===== config.mk =====
export PLATFORM = sky130hd
export DESIGN_NAME = sr195_serializer_ctrl_flat
export DESIGN_NICKNAME = d
export VERILOG_FILES = /design/src/rtl/sr195_serializer_ctrl_if.sv /design/src/rtl/sr195_serializer_ctrl.sv /design/src/flat_wrapper.sv
export SDC_FILE = /design/constraint.sdc
export NUM_CORES = 1
export LEC_CHECK = 0
export CORE_MARGIN = 3
export CORE_UTILIZATION = 45
export DETAILED_ROUTE_END_ITERATION = 6
export GPL_ROUTABILITY_DRIVEN = 0
export HOLD_SLACK_MARGIN = 0.02
export PLACE_DENSITY = 0.82
export SETUP_SLACK_MARGIN = 0.3
export SLEW_MARGIN = 20
export SYNTH_ARGS = -nofsm -noshare
export SYNTH_HDL_FRONTEND = slang
export SYNTH_SLANG_ARGS = --single-unit

===== constraint.sdc =====
create_clock -name clk -period 3.15 [get_ports clk]
set_input_delay 0.7875 -clock clk [delete_from_list [all_inputs] [get_ports clk]]
set_output_delay 0.7875 -clock clk [all_outputs]
set_load 0.02 [all_outputs]

===== src/rtl/sr195_serializer_ctrl_if.sv =====
// Handshake and chain-control bundle between a word source and the SN74LS195 serializer controller.
interface sr195_serializer_ctrl_if #(
    parameter int W = 8
);
    logic         in_valid;
    logic [W-1:0] in_data;
    logic         in_ready;
    logic         abort;
    logic         fill;
    logic         sh_ldn;
    logic         j;
    logic         kn;
    logic [W-1:0] par;
    logic         busy;
    logic         word_done;
    logic         underrun;

    modport master (
        output in_valid, in_data, abort, fill,
        input  in_ready, sh_ldn, j, kn, par, busy, word_done, underrun
    );

    modport slave (
        input  in_valid, in_data, abort, fill,
        output in_ready, sh_ldn, j, kn, par, busy, word_done, underrun
    );
endinterface


===== src/rtl/sr195_serializer_ctrl.sv =====
// Sequences a chain of cascaded '195 shift registers so held words stream out of the last qd
// back-to-back, MSB first, reloading the chain in the LSB cycle of the previous word.
module sr195_serializer_ctrl #(
    parameter int NSTAGE = 2
) (
    input logic                    clk,
    input logic                    clrn,
    sr195_serializer_ctrl_if.slave bus
);
    localparam int unsigned W  = 4 * NSTAGE;
    localparam int unsigned CW = $clog2(W + 1);
    localparam logic [CW-1:0] CNT_W = CW'(W);

    typedef enum logic {IDLE, ACTIVE} state_e;

    state_e        st_q, st_d;
    logic [CW-1:0] cnt_q, cnt_d;
    logic [W-1:0]  hold_q, hold_d;
    logic          hold_full_q, hold_full_d;
    logic          load_now;
    logic          ready;
    logic          accept;

    always_ff @(posedge clk or negedge clrn) begin
        if (!clrn) begin
            st_q        <= IDLE;
            cnt_q       <= '0;
            hold_q      <= '0;
            hold_full_q <= 1'b0;
        end else begin
            st_q        <= st_d;
            cnt_q       <= cnt_d;
            hold_q      <= hold_d;
            hold_full_q <= hold_full_d;
        end
    end

    always_comb begin
        st_d        = st_q;
        cnt_d       = cnt_q;
        hold_d      = hold_q;
        hold_full_d = hold_full_q;
        accept      = bus.in_valid && ready;
        if (bus.abort) begin
            // Flush keeps hold contents so par stays stable through the abort.
            st_d        = IDLE;
            cnt_d       = '0;
            hold_full_d = 1'b0;
        end else begin
            if (load_now) begin
                st_d        = ACTIVE;
                cnt_d       = CW'(1);
                hold_full_d = 1'b0;
            end else if (st_q == ACTIVE) begin
                if (cnt_q < CNT_W) begin
                    cnt_d = cnt_q + CW'(1);
                end else begin
                    st_d  = IDLE;
                    cnt_d = '0;
                end
            end
            if (accept) begin
                hold_d      = bus.in_data;
                hold_full_d = 1'b1;
            end
        end
    end

    always_comb begin
        load_now      = hold_full_q && (st_q == IDLE || cnt_q == CNT_W) && !bus.abort;
        ready         = !bus.abort && (!hold_full_q || load_now);
        bus.in_ready  = ready;
        bus.sh_ldn    = ~load_now;
        bus.j         = bus.fill;
        bus.kn        = bus.fill;
        bus.par       = hold_q;
        bus.busy      = (st_q == ACTIVE);
        bus.word_done = (st_q == ACTIVE) && (cnt_q == CNT_W);
        bus.underrun  = (st_q == ACTIVE) && (cnt_q == CNT_W) && !hold_full_q;
    end
endmodule


===== src/flat_wrapper.sv =====
// flat-port wrapper written by rule: the top's interface ports become plain ports
module sr195_serializer_ctrl_flat 
#(
    parameter int NSTAGE = 2
)
  (clk, clrn, bus_in_valid, bus_in_data, bus_abort, bus_fill, bus_in_ready, bus_sh_ldn, bus_j, bus_kn, bus_par, bus_busy, bus_word_done, bus_underrun);
  sr195_serializer_ctrl_if #(.W((4 * NSTAGE))) bus_i ();
  input logic clk;
  input logic clrn;
  input wire logic [$bits(bus_i.in_valid)-1:0] bus_in_valid;
  input wire logic [$bits(bus_i.in_data)-1:0] bus_in_data;
  input wire logic [$bits(bus_i.abort)-1:0] bus_abort;
  input wire logic [$bits(bus_i.fill)-1:0] bus_fill;
  output wire logic [$bits(bus_i.in_ready)-1:0] bus_in_ready;
  output wire logic [$bits(bus_i.sh_ldn)-1:0] bus_sh_ldn;
  output wire logic [$bits(bus_i.j)-1:0] bus_j;
  output wire logic [$bits(bus_i.kn)-1:0] bus_kn;
  output wire logic [$bits(bus_i.par)-1:0] bus_par;
  output wire logic [$bits(bus_i.busy)-1:0] bus_busy;
  output wire logic [$bits(bus_i.word_done)-1:0] bus_word_done;
  output wire logic [$bits(bus_i.underrun)-1:0] bus_underrun;
  assign bus_i.in_valid = bus_in_valid;
  assign bus_i.in_data = bus_in_data;
  assign bus_i.abort = bus_abort;
  assign bus_i.fill = bus_fill;
  assign bus_in_ready = bus_i.in_ready;
  assign bus_sh_ldn = bus_i.sh_ldn;
  assign bus_j = bus_i.j;
  assign bus_kn = bus_i.kn;
  assign bus_par = bus_i.par;
  assign bus_busy = bus_i.busy;
  assign bus_word_done = bus_i.word_done;
  assign bus_underrun = bus_i.underrun;
  sr195_serializer_ctrl #(.NSTAGE(NSTAGE)) u_core (.clk(clk), .clrn(clrn), .bus(bus_i));
endmodule

==> run metrics, run 1 <==
run status=finished, final reports clean; YS warnings=0; post-layout utilization of the core=0.698; Mapped Nets=between 70 and 80; Clock Latency Late Sink=0.28 ns; Placed Instances=95; FP Rows=13; CP max FO=4; Nets=100; htree depth=1; routed vias=approximately 530; Fin. Hold Viols=0; max_cap viols=0; headroom to the max-slew limit=0.590; # diodes=0; layout cells sized above 1=0.169; die width=approximately 46 um; startpoint class of the critical path=register; Starting Density=0.518; largest net degree at the start of global routing=15; first-pass GRT wire length=between 2 and 3 mm; I/O Buffers=24; Post-Syn Instances=just over 60; crit end category=output port; Worst Hold Class=register to register; Avg Cell Area, Syn=around 12 um^2; initial DRC count=11; Worst EP arrival=between 1.5 and 2 ns; cts hold-fix bufs=0; Crit path required time=2.36 ns; total grt overflow=0; GRT Resource Usage Total=0.170; clk_skew=0.00389 ns; Fmax achieved=366 MHz; Pleak=0.472 nW; Routed WL=1.45 mm; met2 wire length=744 um; Comb power frac=0.296; final setup fails=0; layout overhead on the synthesized area=34.8%; routed length on met3=106 um; Clock power frac=0.217; crit path time final=2.73 ns; clk sink count=14; Routed Antenna Nets=0; Primary FF master, synth=dfrtp_1; Avg WL per Cell=14.8 um; CORE AREA=1420 um^2; Post-route DRC=0; initial antenna violation count=0; Switching Fraction=0.275; CP Class=register to output port; top-count cell post-synth=dfrtp_1; CTS Buf Count=3; 1st-pass router iterations=4; biggest area consumer among synthesized cells=dfrtp_1; final worst-path cycle share=0.867; Worst-path clk slew=0.07 ns; Commonest cells post-synth=dfrtp_1 (14), mux2_4 (8), a21oi_1 (4); setup slack, reg-to-reg=about 1.3 ns; RSZ-0062 raised after global routing=no; pwr dens=about 450 nW/um^2; Post-synth EDFFs=0; Detailed Place HPWL=1.11 mm; hold slack=~0.51 ns; full die area=between 2000 and 2500 um^2; Reg power frac=0.488; CTS tree=built; maximum vdd drop=0.415 mV; Post-Place Cell Area=~960 um^2; clock buffer depth=2; Synth cell types=28; Slew Viols, Final=0; share of async-settable or async-resettable flops after synthesis=1.00; Die Span Y=46.4 um; wire length on met1=583 um; setup TNS=0 ns; worst-margin pin slew=0.613 ns; Post-CTS Setup Repair Bufs=0; Synth Cell Area=about 730 um^2; Synth top area share=0.478; fill count=112; # IOs=28; Root Buffer=clkbuf_4; Int Power=320 uW; Yosys reg bits=14; Area contributors post-synth=dfrtp_1 (48%), mux2_4 (16%), ha_1 (3.4%); Layout Cells excl Fill=slightly below 100; Avg Vias per Cell=5.44; Psw=121 uW; Top Layer Used=met4; fin area=988 um^2; register area share after synthesis=0.478; vias in the first global route=541
## flip-flops by register name, summed over array words and instances, names as in the netlist
name	flops
u_core.hold_full_q	1
u_core.bus.par	8
u_core.cnt_q	4
u_core.bus.busy	1
## what timing repair did
action,in CTS,in global routing
pin swaps,0,0
endpoints found under the setup margin,1,2
gates resized for setup,1,2
## per-stage QoR
stage,power [mW],setup slack [ns]
2_1_floorplan,0.292,0.896
3_3_place_gp,0.347,0.335
3_5_place_dp,0.350,0.336
4_1_cts,0.450,0.336
5_1_grt,0.471,0.307
6_report,0.441,0.420
## critical path, cell delays in order, from the launching register on
cell and delay [ns]:
dfrtp_1 0.41, inv_1 0.09, ha_1 0.23, and3b_1 0.19, and2_1 0.14, clkdlybuf4s50_1 0.61
## layout make-up
cell class,count,area [um^2],area share
well taps,15,18.8,0.0190
repair buffers,25,251,0.254
flip-flops and latches,14,350,0.354
inverters,3,11.3,0.0114
multi-input cells,38,334,0.338
clock buffers,3,22.5,0.0228
## logic make-up (layout without fill, tap and decap cells)
family                     after synthesis  count (layout)  share of synthesized area
and+or+nand+nor                         17              17                      0.150
buffers and inverters                    9              31                     0.0665
xor gates and xnor gates                 1               1                     0.0119
adders and majority gates                2               2                     0.0341
AOI/OAI and AO/OA                       10              10                     0.0956
DFF                                     14              14                      0.478
muxes                                    8               8                      0.164
## power by group through the flow
stage                     registers [mW]  clock network, mW  logic [mW]
after floorplan                    0.236                  0      0.0560
after global routing               0.218              0.113       0.140
after CTS                          0.215              0.102       0.133
after global placement             0.218                  0       0.129
after detailed placement           0.219                  0       0.132
final                              0.215             0.0956       0.130
## placed cells by master, fill, tap and decap left out, types with 2 or more instances in the layout
cell,instances
clkdlybuf4s50_1,21
dfrtp_1,14
mux2_4,8
a21oi_1,4
inv_1,3
nand2_1,3
nor2_1,3
clkbuf_4,3
nand3b_1,2
ha_1,2
dlymetal6s2s_1,2
## per-layer routing
layer  GRT usage  vias to the layer above
li1            -                      254
met1       0.191                      261
met2       0.288                       16
met3      0.0703                        2
met4      0.0511                        0
met5           0                        -
## final timing paths
kind / startpoint / to / depth (start not counted)
setup / recovery: u_core.cnt_q[0] / bus_word_done / 5
hold / removal: u_core.bus.par[6] / u_core.bus.par[6] / 1
setup reg to reg: u_core.cnt_q[0] / u_core.bus.par[4] / 5
hold reg to reg: u_core.bus.par[6] / u_core.bus.par[6] / 1
max in group asynchronous: clrn / u_core.bus.par[4] / 1
min in group asynchronous: clrn / u_core.bus.busy / 1
(Power assumes the default switching activity.)
==> run 2, diff against run 1 <==
--- a/config.mk
+++ b/config.mk
@@ -7,6 +7,7 @@
 export LEC_CHECK = 0
 export CORE_MARGIN = 3
 export CORE_UTILIZATION = 45
+export CTS_CLUSTER_SIZE = 40
 export DETAILED_ROUTE_END_ITERATION = 6
 export GPL_ROUTABILITY_DRIVEN = 0
 export HOLD_SLACK_MARGIN = 0.02
==> results of run 2 <==
No change in the layout: final DEF, timing and power equal those of run 1.
